File: config.mk
export PLATFORM = sky130hd
export DESIGN_NAME = spi_frame_receiver_flat
export DESIGN_NICKNAME = d
export VERILOG_FILES = /design/src/rtl/spi_frame_receiver_if.sv /design/src/rtl/spi_frame_receiver.sv /design/src/flat_wrapper.sv
export SDC_FILE = /design/constraint.sdc
export NUM_CORES = 1
export LEC_CHECK = 0
export CAP_MARGIN = 30
export CELL_PAD_IN_SITES_DETAIL_PLACEMENT = 0
export CELL_PAD_IN_SITES_GLOBAL_PLACEMENT = 1
export CORE_MARGIN = 2
export CORE_UTILIZATION = 35
export CTS_BUF_LIST = sky130_fd_sc_hd__clkbuf_4 sky130_fd_sc_hd__clkbuf_8
export CTS_CLUSTER_DIAMETER = 50
export DETAILED_ROUTE_END_ITERATION = 7
export PLACE_DENSITY = 0.79
export SYNTH_ARGS = -nofsm -noshare
export SYNTH_HDL_FRONTEND = slang
export SYNTH_SLANG_ARGS = --single-unit
File: constraint.sdc
create_clock -name i_clk -period 1.6 [get_ports i_clk]
set_input_delay 0.32 -clock i_clk [delete_from_list [all_inputs] [get_ports i_clk]]
set_output_delay 0.32 -clock i_clk [all_outputs]
set_load 0.02 [all_outputs]
File: src/rtl/spi_frame_receiver_if.sv
// Bus bundle for the SPI frame receiver: SPI pins, response-byte load and
// the decoded-frame outputs handed to the RAM command decoder.
interface spi_frame_receiver_if #(
    parameter int unsigned FRAME_BITS = 16
);
    logic                  spi_sclk;
    logic                  spi_cs_n;
    logic                  spi_mosi;
    logic                  spi_miso;
    logic [7:0]            tx_data;
    logic                  tx_load;
    logic [FRAME_BITS-1:0] incoming_data;
    logic                  data_valid;
    logic                  frame_error;
    logic                  busy;

    // Drives the SPI pins and the response byte; observes decoded frames.
    modport master (
        output spi_sclk, spi_cs_n, spi_mosi, tx_data, tx_load,
        input  spi_miso, incoming_data, data_valid, frame_error, busy
    );

    // The receiver itself.
    modport slave (
        input  spi_sclk, spi_cs_n, spi_mosi, tx_data, tx_load,
        output spi_miso, incoming_data, data_valid, frame_error, busy
    );
endinterface

File: src/rtl/spi_frame_receiver.sv
// SPI mode-0 slave front end. Oversamples SCLK/CS_N/MOSI in the system clock
// domain, assembles MSB-first frames and shifts a response byte out on MISO.
module spi_frame_receiver #(
    parameter int unsigned FRAME_BITS  = 16,
    parameter int unsigned SYNC_STAGES = 2
) (
    input  logic                 i_clk,
    input  logic                 i_reset,
    spi_frame_receiver_if.slave  io_bus
);

    localparam int unsigned CNT_W = $clog2(FRAME_BITS + 1);

    typedef enum logic [1:0] {
        StIdle,
        StShift,
        StDone
    } state_t;

    // Synchronizer chains; index 0 samples the pin, the top index is the safe copy.
    logic [SYNC_STAGES-1:0] r_sclk_sync;
    logic [SYNC_STAGES-1:0] r_cs_sync;
    logic [SYNC_STAGES-1:0] r_mosi_sync;
    logic                   r_sclk_d;
    logic                   r_cs_d;
    // Fills with ones after reset; the chains hold real pin values once full.
    logic [SYNC_STAGES:0]   r_fill;
    logic                   r_armed;
    logic [7:0]             r_tx_hold;

    state_t                 r_state;
    logic [CNT_W-1:0]       r_bit_cnt;
    logic [FRAME_BITS-1:0]  r_shift;
    logic [FRAME_BITS-1:0]  r_tx_shift;
    logic [FRAME_BITS-1:0]  r_incoming;
    logic                   r_data_valid;
    logic                   r_frame_error;
    logic                   r_busy;
    logic                   r_miso;
    logic                   r_overrun;

    logic                   w_sclk;
    logic                   w_cs;
    logic                   w_mosi;
    logic                   w_sclk_rise;
    logic                   w_sclk_fall;
    logic                   w_cs_fall;
    logic [7:0]             w_tx_byte;
    logic [FRAME_BITS-1:0]  w_tx_next;

    assign w_sclk      = r_sclk_sync[SYNC_STAGES-1];
    assign w_cs        = r_cs_sync[SYNC_STAGES-1];
    assign w_mosi      = r_mosi_sync[SYNC_STAGES-1];
    assign w_sclk_rise = w_sclk & ~r_sclk_d;
    assign w_sclk_fall = ~w_sclk & r_sclk_d;
    assign w_cs_fall   = ~w_cs & r_cs_d;
    // A load coinciding with frame start feeds that same frame.
    assign w_tx_byte   = io_bus.tx_load ? io_bus.tx_data : r_tx_hold;
    assign w_tx_next   = r_tx_shift << 1;

    // Synchronize the asynchronous SPI pins and keep one delayed copy for edges.
    always_ff @(posedge i_clk) begin
        if (!i_reset) begin
            r_sclk_sync <= '0;
            r_cs_sync   <= '1;
            r_mosi_sync <= '0;
            r_sclk_d    <= 1'b0;
            r_cs_d      <= 1'b1;
            r_fill      <= '0;
        end else begin
            r_sclk_sync <= {r_sclk_sync[SYNC_STAGES-2:0], io_bus.spi_sclk};
            r_cs_sync   <= {r_cs_sync[SYNC_STAGES-2:0], io_bus.spi_cs_n};
            r_mosi_sync <= {r_mosi_sync[SYNC_STAGES-2:0], io_bus.spi_mosi};
            r_sclk_d    <= w_sclk;
            r_cs_d      <= w_cs;
            r_fill      <= {r_fill[SYNC_STAGES-1:0], 1'b1};
        end
    end

    // Arm only on a genuinely observed CS_N high, not on the reset value of the chain.
    always_ff @(posedge i_clk) begin
        if (!i_reset) begin
            r_armed <= 1'b0;
        end else if (r_fill[SYNC_STAGES] && w_cs) begin
            r_armed <= 1'b1;
        end
    end

    // Capture the response byte whenever it is offered.
    always_ff @(posedge i_clk) begin
        if (!i_reset) begin
            r_tx_hold <= 8'h00;
        end else if (io_bus.tx_load) begin
            r_tx_hold <= io_bus.tx_data;
        end
    end

    // Frame FSM: idle -> shift bits in/out -> hold result until CS_N rises.
    always_ff @(posedge i_clk) begin
        if (!i_reset) begin
            r_state       <= StIdle;
            r_bit_cnt     <= '0;
            r_shift       <= '0;
            r_tx_shift    <= '0;
            r_incoming    <= '0;
            r_data_valid  <= 1'b0;
            r_frame_error <= 1'b0;
            r_busy        <= 1'b0;
            r_miso        <= 1'b0;
            r_overrun     <= 1'b0;
        end else begin
            r_frame_error <= 1'b0;
            case (r_state)
                StIdle: begin
                    if (w_cs_fall && r_armed) begin
                        r_state      <= StShift;
                        r_bit_cnt    <= '0;
                        r_shift      <= '0;
                        r_data_valid <= 1'b0;
                        r_busy       <= 1'b1;
                        r_overrun    <= 1'b0;
                        r_tx_shift   <= {w_tx_byte, {(FRAME_BITS-8){1'b0}}};
                        r_miso       <= w_tx_byte[7];
                    end
                end
                StShift: begin
                    if (w_cs) begin
                        // Deselected before the frame was complete.
                        r_frame_error <= 1'b1;
                        r_busy        <= 1'b0;
                        r_miso        <= 1'b0;
                        r_state       <= StIdle;
                    end else begin
                        if (w_sclk_rise) begin
                            r_shift   <= {r_shift[FRAME_BITS-2:0], w_mosi};
                            r_bit_cnt <= r_bit_cnt + 1'b1;
                            if (r_bit_cnt == CNT_W'(FRAME_BITS - 1)) begin
                                r_incoming   <= {r_shift[FRAME_BITS-2:0], w_mosi};
                                r_data_valid <= 1'b1;
                                r_busy       <= 1'b0;
                                r_state      <= StDone;
                            end
                        end
                        if (w_sclk_fall) begin
                            r_tx_shift <= w_tx_next;
                            r_miso     <= w_tx_next[FRAME_BITS-1];
                        end
                    end
                end
                StDone: begin
                    if (w_cs) begin
                        r_frame_error <= r_overrun;
                        r_overrun     <= 1'b0;
                        r_miso        <= 1'b0;
                        r_state       <= StIdle;
                    end else if (w_sclk_rise) begin
                        // The last falling edge of a normal frame lands here, so
                        // only extra rising edges count as overrun.
                        r_overrun <= 1'b1;
                    end
                end
                default: begin
                    r_state <= StIdle;
                end
            endcase
        end
    end

    assign io_bus.spi_miso      = r_miso & ~w_cs;
    assign io_bus.incoming_data = r_incoming;
    assign io_bus.data_valid    = r_data_valid;
    assign io_bus.frame_error   = r_frame_error;
    assign io_bus.busy          = r_busy;

endmodule

File: src/flat_wrapper.sv
// flat-port wrapper written by rule: the top's interface ports become plain ports
module spi_frame_receiver_flat 
#(
    parameter int unsigned FRAME_BITS  = 16,
    parameter int unsigned SYNC_STAGES = 2
)
  (i_clk, i_reset, io_bus_spi_sclk, io_bus_spi_cs_n, io_bus_spi_mosi, io_bus_tx_data, io_bus_tx_load, io_bus_spi_miso, io_bus_incoming_data, io_bus_data_valid, io_bus_frame_error, io_bus_busy);
  spi_frame_receiver_if #(.FRAME_BITS(FRAME_BITS)) io_bus_i ();
  input  logic i_clk;
  input  logic i_reset;
  input wire logic [$bits(io_bus_i.spi_sclk)-1:0] io_bus_spi_sclk;
  input wire logic [$bits(io_bus_i.spi_cs_n)-1:0] io_bus_spi_cs_n;
  input wire logic [$bits(io_bus_i.spi_mosi)-1:0] io_bus_spi_mosi;
  input wire logic [$bits(io_bus_i.tx_data)-1:0] io_bus_tx_data;
  input wire logic [$bits(io_bus_i.tx_load)-1:0] io_bus_tx_load;
  output wire logic [$bits(io_bus_i.spi_miso)-1:0] io_bus_spi_miso;
  output wire logic [$bits(io_bus_i.incoming_data)-1:0] io_bus_incoming_data;
  output wire logic [$bits(io_bus_i.data_valid)-1:0] io_bus_data_valid;
  output wire logic [$bits(io_bus_i.frame_error)-1:0] io_bus_frame_error;
  output wire logic [$bits(io_bus_i.busy)-1:0] io_bus_busy;
  assign io_bus_i.spi_sclk = io_bus_spi_sclk;
  assign io_bus_i.spi_cs_n = io_bus_spi_cs_n;
  assign io_bus_i.spi_mosi = io_bus_spi_mosi;
  assign io_bus_i.tx_data = io_bus_tx_data;
  assign io_bus_i.tx_load = io_bus_tx_load;
  assign io_bus_spi_miso = io_bus_i.spi_miso;
  assign io_bus_incoming_data = io_bus_i.incoming_data;
  assign io_bus_data_valid = io_bus_i.data_valid;
  assign io_bus_frame_error = io_bus_i.frame_error;
  assign io_bus_busy = io_bus_i.busy;
  spi_frame_receiver #(.FRAME_BITS(FRAME_BITS), .SYNC_STAGES(SYNC_STAGES)) u_core (.i_clk(i_clk), .i_reset(i_reset), .io_bus(io_bus_i));
endmodule
==> metrics.json, run 1 <==
{
  "outcome": {"value": "finished with violations"},
  "failing_checks": {"value": "setup timing"},
  "max_cap_viol_count": {"value": 0},
  "io_pins": {"value": 34},
  "rows": {"value": 32},
  "grt_max_degree": {"value": 22},
  "detailed_place.area": {"value": 3308, "unit": "sq um"},
  "vias": {"value": 2141},
  "tritoncts.num_buffers": {"value": 9},
  "fin_ws": {"value": -0.02734, "unit": "ns"},
  "min-delay-path-class": {"value": "reg -> reg"},
  "final_period_minus_worst_setup_slack": {"value": 1.627, "unit": "ns"},
  "cts-htree-levels": {"value": 3},
  "floorplan.core_area": {"value": 7607, "unit": "sq um"},
  "avgSynthCellArea": {"value": 9.026, "unit": "sq um"},
  "tritoncts_clock_tree": {"value": "done"},
  "post-route-cell-area": {"value": 3592, "unit": "sq um"},
  "setup_violations": {"value": 1},
  "setup_total_negative_slack": {"value": -0.02734, "unit": "ns"},
  "grt_first_pass_wirelength": {"value": 9.004, "unit": "mm"},
  "achievable-frequency": {"value": 614.5, "unit": "MHz"},
  "worst-r2r-setup-slack": {"value": -0.03, "unit": "ns"},
  "port_buffers": {"value": 33},
  "layout.cells.most_common_list": {"value": "sky130_fd_sc_hd__dfxtp_1 (66), sky130_fd_sc_hd__nand2_1 (54), sky130_fd_sc_hd__nor2_1 (33), sky130_fd_sc_hd__a21oi_1 (22), sky130_fd_sc_hd__buf_4 (19)"},
  "leakage": {"value": 1.452, "unit": "nW"},
  "fp.dieW": {"value": 91.81, "unit": "um"},
  "vdd_ir_drop_max": {"value": 351.6, "unit": "uV"},
  "cts_hold_repair.buffers": {"value": 0},
  "worst_clock_skew": {"value": 0.007612, "unit": "ns"},
  "detailed_route_wire_length": {"value": 5.383, "unit": "mm"},
  "critical_path_class": {"value": "reg -> reg"},
  "crit_path_start_kind": {"value": "flop"},
  "synthAdderAreaFrac": {"value": 2.782, "unit": "%"},
  "synth_top_family_by_area": {"value": "simple AND/OR/NAND/NOR gates"},
  "synth_sequential_area_ratio": {"value": 51.92, "unit": "%"},
  "initial_antenna_violation_count": {"value": 0},
  "synth.mux.area_fraction": {"value": 4.080, "unit": "%"},
  "place.detailed.instances": {"value": 438},
  "grt.total_usage": {"value": 13.40, "unit": "%"},
  "synth_cells": {"value": 299},
  "syn_to_final_growth": {"value": 33.10, "unit": "%"},
  "arrival": {"value": 1.86, "unit": "ns"},
  "warning_count_from_the_yosys_run": {"value": 0},
  "remaining_routing_drc_violations": {"value": 0},
  "clock_sinks": {"value": 70},
  "ys_types": {"value": 35},
  "clk-insertion-delay-late": {"value": 0.34, "unit": "ns"},
  "grt-ovfl-total": {"value": 0},
  "timing.max_slew.rel_slack": {"value": 74.86, "unit": "%"},
  "tightest_hold_margin": {"value": 0.4099, "unit": "ns"},
  "endpoint_kind": {"value": "flop"},
  "tightest_slew": {"value": 0.3767, "unit": "ns"},
  "detailedRoute.firstIterationViolations": {"value": 52},
  "avgViaCountPerCell": {"value": 4.685},
  "drt.antenna.violating_nets": {"value": 0},
  "rsz0062_at_grt": {"value": "true"},
  "most_frequent_standard_cell_in_the_layout_excluding_fill_and_tap_cells": {"value": "sky130_fd_sc_hd__dfxtp_1"},
  "ys_ff_latch": {"value": 70},
  "cp_data_required_time": {"value": 1.83, "unit": "ns"},
  "synth-xor-area-share": {"value": 0, "unit": "%"},
  "final_nets": {"value": 370},
  "clock-root-buffer": {"value": "sky130_fd_sc_hd__clkbuf_8"},
  "hold_viol_final": {"value": 0},
  "globalplace.congestion": {"value": 0.8164},
  "initial_core_util": {"value": 35.48, "unit": "%"},
  "hpwl": {"value": 3.669, "unit": "mm"},
  "pwr_density_cell": {"value": 919.6, "unit": "nW/um^2"},
  "post_synth_and_or_nand_nor_area_fraction": {"value": 19.70, "unit": "%"},
  "fin_total_pwr": {"value": 3.303, "unit": "mW"},
  "post_layout_nonfiller_instances": {"value": 457},
  "floorplan.die.height": {"value": 91.81, "unit": "um"},
  "drt_pre_antenna_iters": {"value": 4},
  "vias_in_the_first_global_route": {"value": 1930},
  "final_max_slew_viol_count": {"value": 0},
  "avgRoutedWirePerCell": {"value": 11.78, "unit": "um"},
  "area_fraction_in_compound_gates_after_synthesis": {"value": 16.23, "unit": "%"},
  "synth_net_count": {"value": 319},
  "mappedNetlistArea": {"value": 2699, "unit": "sq um"},
  "clk_pin_slew_worst_paths": {"value": 0.08, "unit": "ns"},
  "antenna_cells_inserted": {"value": 0},
  "design.die.area": {"value": 8429, "unit": "sq um"},
  "final_layout_size_suffix_gt1_share": {"value": 18.87, "unit": "%"},
  "max-clock-path-buffers": {"value": 2},
  "fin_crit_sh": {"value": 101.7, "unit": "%"},
  "worstPathMaxFanout": {"value": 2}
}
report_power, final:
part	switching (mW)	internal, mW	leakage (nW)
clock	0.651	0.708	0.0948
combinational	0.0784	0.0839	0.788
sequential	0.0144	1.77	0.569
total	0.744	2.56	1.45
per-stage QoR:
stage	setup WS [ns]	utilization, %
5_1_grt	-0.09419	47.22
3_3_place_gp	-0.08748	43.49
4_1_cts	-0.04176	46.20
3_5_place_dp	-0.1226	43.49
2_1_floorplan	0.01987	-
6_report	-0.02734	47.22
state kept, by name, indices dropped and copies added, names as in the netlist:
name / cells
u_core.r_cs_d: 1
u_core.io_bus.frame_error: 1
u_core.io_bus.incoming_data: 16
u_core.r_sclk_d: 1
u_core.r_tx_hold: 8
u_core.r_mosi_sync: 2
u_core.io_bus.data_valid: 1
u_core.r_tx_shift: 7
u_core.r_miso: 1
u_core.r_overrun: 1
u_core.io_bus.busy: 1
u_core.r_bit_cnt: 5
u_core.r_shift: 15
u_core.r_state: 2
u_core.r_armed: 1
u_core.r_cs_sync: 2
u_core.r_sclk_sync: 2
u_core.r_fill: 3
repair_timing:
item,4_1_cts,5_1_grt
endpoints found under the setup margin,47,49
setup buffers,1,3
resized for setup,25,18
pin swaps,5,8
worst max-delay path, stage by stage (launching register included):
cell and delay [ns]:
sky130_fd_sc_hd__dfxtp_2 0.34, sky130_fd_sc_hd__ha_4 0.15, sky130_fd_sc_hd__and3_4 0.18, sky130_fd_sc_hd__ha_4 0.15
sky130_fd_sc_hd__and3b_1 0.18, sky130_fd_sc_hd__o211ai_1 0.25, sky130_fd_sc_hd__mux2i_1 0.21, sky130_fd_sc_hd__nor2_1 0.06
worst paths after layout:
kind | start | end | cells after the start
min | u_core.r_cs_sync[0] | u_core.r_cs_sync[1] | 1
max | u_core.r_bit_cnt[1] | u_core.r_state[0] | 7
max reg2reg | u_core.r_bit_cnt[1] | u_core.r_state[0] | 7
min reg2reg | u_core.r_cs_sync[0] | u_core.r_cs_sync[1] | 1
routing by layer:
layer  vias to the layer above  GRT usage (%)  part of all wire, %
met4                         0          5.224                  1.2
li1                       1122              -                    -
met2                        32          20.89                   46
met1                       980          17.13                   48
met5                         -              0                    0
met3                         7          4.519                  4.4
logic make-up after synthesis:
kind of cell,after synthesis
AND/OR/NAND/NOR,118
flip-flops,70
AO/OA/AOI/OAI,67
buffers and inverters,27
multiplexers,11
adder cells (fa/ha/maj),6
synthesized netlist by cell type (all sizes together):
master,instances,area (sq um)
o211ai,2,15.01
a22oi,18,140.1
nand2b,5,31.28
clkbuf,4,15.01
nand2,54,202.7
o2bb2ai,2,17.52
o22ai,2,12.51
a31oi,2,12.51
nor2,33,123.9
and3,1,6.260
o2111ai,6,52.55
nor3b,1,7.510
nor3,3,15.01
nor2b,3,18.77
inv,6,22.52
ha,6,75.07
and2,9,56.30
a21oi,23,115.1
o21ai,9,45.04
a21bo,1,10.01
and3b,1,8.760
and4bb,1,16.27
nand3,4,20.02
nand3b,1,7.510
o21bai,1,7.510
mux2i,11,110.1
buf,17,105.1
or3b,1,8.760
o311a,1,10.01
nand4b,1,8.760
dfxtp,70,1401
cell type report:
| type | instances | area, sq um |
|---|---|---|
| Fill cell | 755 | 4015 |
| Sequential cell | 70 | 1409 |
| Multi-Input combinational cell | 202 | 1252 |
| Timing Repair Buffer | 61 | 591.8 |
| Tap cell | 102 | 127.6 |
| Clock buffer | 9 | 123.9 |
| Clock inverter | 7 | 65.06 |
| Inverter | 6 | 22.52 |
Power figures use the tool's default switching activity.
==> run 2, diff against run 1 <==
- CORE_ASPECT_RATIO: default -> 1.1
- CORE_UTILIZATION: 35 -> 39
- PLACE_DENSITY: 0.79 -> 0.85
==> run 2 against run 1 <==
Effect of this change: the run still ends with setup timing left; critical path depth stayed put; flip-flop and latch count unchanged; clock skew up 0.0018 ns; via count rose by 2.8%; wire length fell by 0.32%; utilization up 6.8 points; largest power group unchanged.
==> metrics.json, run 2 (synthesis results as in run 1) <==
{
  "initial_antenna_violation_count": {"value": 0, "change": "unchanged"},
  "io_pins": {"value": 34, "change": "unchanged"},
  "setup_violations": {"value": 2, "change": "was 1"},
  "critical_path_class": {"value": "reg -> reg", "change": "unchanged"},
  "cell_internal_pwr": {"value": 2.817, "unit": "mW", "change": "was 2.559 mW"},
  "post-route-util": {"value": 54.03, "unit": "%", "change": "was 47.22%"},
  "achievable-frequency": {"value": 597.4, "unit": "MHz", "change": "was 614.5 MHz"},
  "initial_core_util": {"value": 40.69, "unit": "%", "change": "was 35.48%"},
  "leakage": {"value": 1.468, "unit": "nW", "change": "was 1.452 nW"},
  "part_of_the_power_in_the_clock_network": {"value": 45.3, "unit": "%", "change": "was 41.1%"},
  "rsz0062_at_grt": {"value": "true", "change": "unchanged"},
  "detailed_place.area": {"value": 3298, "unit": "sq um", "change": "was 3308 sq um"},
  "remaining_routing_drc_violations": {"value": 0, "change": "unchanged"},
  "syn_to_final_growth": {"value": 32.78, "unit": "%", "change": "was 33.10%"},
  "final_layout_size_suffix_gt1_share": {"value": 17.70, "unit": "%", "change": "was 18.87%"},
  "floorplan.die.height": {"value": 91.25, "unit": "um", "change": "was 91.81 um"},
  "netSwitchingFraction": {"value": 20.83, "unit": "%", "change": "was 22.53%"},
  "vias_in_the_first_global_route": {"value": 2059, "change": "was 1930"},
  "layout.cells.most_common_list": {"value": "sky130_fd_sc_hd__dfxtp_1 (66), sky130_fd_sc_hd__nand2_1 (54), sky130_fd_sc_hd__nor2_1 (33), sky130_fd_sc_hd__buf_4 (24), sky130_fd_sc_hd__a21oi_1 (22)", "change": "was sky130_fd_sc_hd__dfxtp_1 (66), sky130_fd_sc_hd__nand2_1 (54), sky130_fd_sc_hd__nor2_1 (33), sky130_fd_sc_hd__a21oi_1 (22), sky130_fd_sc_hd__buf_4 (19)"},
  "final_max_slew_viol_count": {"value": 0, "change": "unchanged"},
  "arrival": {"value": 1.92, "unit": "ns", "change": "was 1.86 ns"},
  "fin_ws": {"value": -0.07398, "unit": "ns", "change": "was -0.02734 ns"},
  "tightest_hold_margin": {"value": 0.4094, "unit": "ns", "change": "was 0.4099 ns"},
  "slowest_delay": {"value": 0.34, "unit": "ns", "change": "about the same"},
  "crit_path_start_kind": {"value": "flop", "change": "unchanged"},
  "grt_max_degree": {"value": 31, "change": "was 22"},
  "cts-htree-levels": {"value": 3, "change": "unchanged"},
  "pwr_density_cell": {"value": 993.0, "unit": "nW/um^2", "change": "was 919.6 nW/um^2"},
  "rows": {"value": 31, "change": "was 32"},
  "largest_register_ff_count": {"value": 16, "change": "unchanged"},
  "clock_sinks": {"value": 70, "change": "unchanged"},
  "vdd_ir_drop_max": {"value": 529.6, "unit": "uV", "change": "was 351.6 uV"},
  "grt.total_usage": {"value": 14.67, "unit": "%", "change": "was 13.40%"},
  "detailedRoute.firstIterationViolations": {"value": 93, "change": "was 52"},
  "antenna_cells_inserted": {"value": 0, "change": "unchanged"},
  "max-clock-path-buffers": {"value": 2, "change": "unchanged"},
  "clk-insertion-delay-late": {"value": 0.35, "unit": "ns", "change": "was 0.34 ns"},
  "failing_checks": {"value": "setup timing", "change": "unchanged"},
  "clock-root-buffer": {"value": "sky130_fd_sc_hd__clkbuf_8", "change": "unchanged"},
  "tritoncts.num_buffers": {"value": 9, "change": "unchanged"},
  "path_buf_inv": {"value": 0, "change": "unchanged"},
  "avgRoutedWirePerCell": {"value": 12.25, "unit": "um", "change": "was 11.78 um"},
  "outcome": {"value": "finished with violations", "change": "unchanged"},
  "drt_pre_antenna_iters": {"value": 4, "change": "unchanged"},
  "floorplan.core_area": {"value": 6633, "unit": "sq um", "change": "was 7607 sq um"},
  "path_cells": {"value": "ha_4 > and3_4 > ha_4 > and3b_1 > o211ai_1 > mux2i_1 > nor2_1", "change": "unchanged"},
  "crit_slowest_cell": {"value": "sky130_fd_sc_hd__dfxtp_2", "change": "unchanged"},
  "most_frequent_standard_cell_in_the_layout_excluding_fill_and_tap_cells": {"value": "sky130_fd_sc_hd__dfxtp_1", "change": "unchanged"},
  "design.die.area": {"value": 7602, "unit": "sq um", "change": "was 8429 sq um"},
  "clk_pin_slew_worst_paths": {"value": 0.07, "unit": "ns", "change": "was 0.08 ns"},
  "min-delay-path-class": {"value": "reg -> reg", "change": "unchanged"},
  "max_cap_viol_count": {"value": 0, "change": "unchanged"},
  "tritoncts_clock_tree": {"value": "done", "change": "unchanged"},
  "grt_first_pass_wirelength": {"value": 9.004, "unit": "mm", "change": "unchanged"},
  "combPwrFrac": {"value": 4.6, "unit": "%", "change": "was 4.9%"},
  "cp_data_required_time": {"value": 1.84, "unit": "ns", "change": "was 1.83 ns"},
  "place_ws": {"value": -0.1246, "unit": "ns", "change": "was -0.1226 ns"},
  "drt.antenna.violating_nets": {"value": 0, "change": "unchanged"},
  "fin_total_pwr": {"value": 3.558, "unit": "mW", "change": "was 3.303 mW"},
  "globalplace.congestion": {"value": 0.8221, "change": "was 0.8164"},
  "grt-ovfl-total": {"value": 0, "change": "unchanged"},
  "worst_clock_skew": {"value": 0.009455, "unit": "ns", "change": "was 0.007612 ns"},
  "hold_viol_final": {"value": 0, "change": "unchanged"},
  "worstPathMaxFanout": {"value": 2, "change": "unchanged"},
  "fin_crit_sh": {"value": 104.6, "unit": "%", "change": "was 101.7%"},
  "avgViaCountPerCell": {"value": 5.023, "change": "was 4.685"},
  "post-route-cell-area": {"value": 3583, "unit": "sq um", "change": "was 3592 sq um"},
  "port_buffers": {"value": 33, "change": "unchanged"},
  "vias": {"value": 2200, "change": "was 2141"},
  "largest_delay_contributor_family_on_the_critical_path": {"value": "simple AND/OR/NAND/NOR gates", "change": "unchanged"},
  "p_switching": {"value": 0.7411, "unit": "mW", "change": "was 0.7442 mW"},
  "filler_cell_count": {"value": 646, "change": "was 755"},
  "tightest_slew": {"value": 0.4071, "unit": "ns", "change": "was 0.3767 ns"},
  "detailed_route_wire_length": {"value": 5.366, "unit": "mm", "change": "was 5.383 mm"},
  "final_nets": {"value": 371, "change": "was 370"},
  "hpwl": {"value": 3.608, "unit": "mm", "change": "was 3.669 mm"},
  "fp.dieW": {"value": 83.32, "unit": "um", "change": "was 91.81 um"},
  "endpoint_kind": {"value": "flop", "change": "unchanged"},
  "share_seq_of_total_power": {"value": 50.1, "unit": "%", "change": "was 53.9%"},
  "final_period_minus_worst_setup_slack": {"value": 1.674, "unit": "ns", "change": "was 1.627 ns"},
  "timing.max_slew.rel_slack": {"value": 72.83, "unit": "%", "change": "was 74.86%"},
  "critical-path-top-cell-by-count": {"value": "sky130_fd_sc_hd__ha_4", "change": "unchanged"}
}
[run 2: metrics by stage]
step | cells | setup TNS, ns
floorplan | 299 | 0
global route | 438 | -0.8811
CTS | 437 | -0.04727
finish | 438 | -0.09130
detailed placement | 420 | -0.9588
global placement | 420 | -0.8275
[run 2: layout make-up]
class                      count  area [sq um]  area share, %
clock inverter                 5         81.33          2.270
inverter                       6         22.52         0.6285
clock buffer                  11         151.4          4.225
tap                           82         102.6          2.863
sequential                    70          1406          39.25
timing repair buffer          62         590.6          16.48
multi-input combinational    202          1229          34.29
[run 2: worst paths after layout]
| path | startpoint | end | slack [ns] | depth (start not counted) |
|---|---|---|---|---|
| setup / recovery | u_core.r_bit_cnt[1] | u_core.r_state[0] | -0.07 | 7 |
| hold / removal | u_core.r_cs_sync[0] | u_core.r_cs_sync[1] | 0.41 | 1 |
| setup reg to reg | u_core.r_bit_cnt[1] | u_core.r_state[0] | -0.07 | 7 |
| hold reg to reg | u_core.r_cs_sync[0] | u_core.r_cs_sync[1] | 0.41 | 1 |
[run 2: power groups by stage]
| stage | clock network (mW) | registers [mW] | logic, mW |
|---|---|---|---|
| floorplan | 0 | 1.82 | 0.0911 |
| detailed placement | 0 | 1.82 | 0.162 |
| global route | 1.73 | 1.78 | 0.181 |
| finish | 1.61 | 1.78 | 0.164 |
| global placement | 0 | 1.82 | 0.160 |
| CTS | 1.66 | 1.78 | 0.163 |
[run 2: metal layers]
layer / GRT usage, % / share of wire, % / wire length [um] / vias to the layer above
li1: - / - / - / 1127
met1: 17.39 / 46 / 2466 / 1026
met2: 24.46 / 48 / 2564 / 34
met3: 2.727 / 3.6 / 192 / 13
met4: 9.016 / 2.7 / 144 / 0
met5: 0 / 0 / 0 / -
[run 2: timing repair]
| item | 4_1_cts | 5_1_grt |
|---|---|---|
| endpoints found under the setup margin | 41 | 47 |
| buffers inserted | 1 | 1 |
| hold buffers | 0 | 0 |
| hold endpoints to repair | 0 | 0 |
| resized for setup | 24 | 11 |
| pin swaps | 1 | 0 |
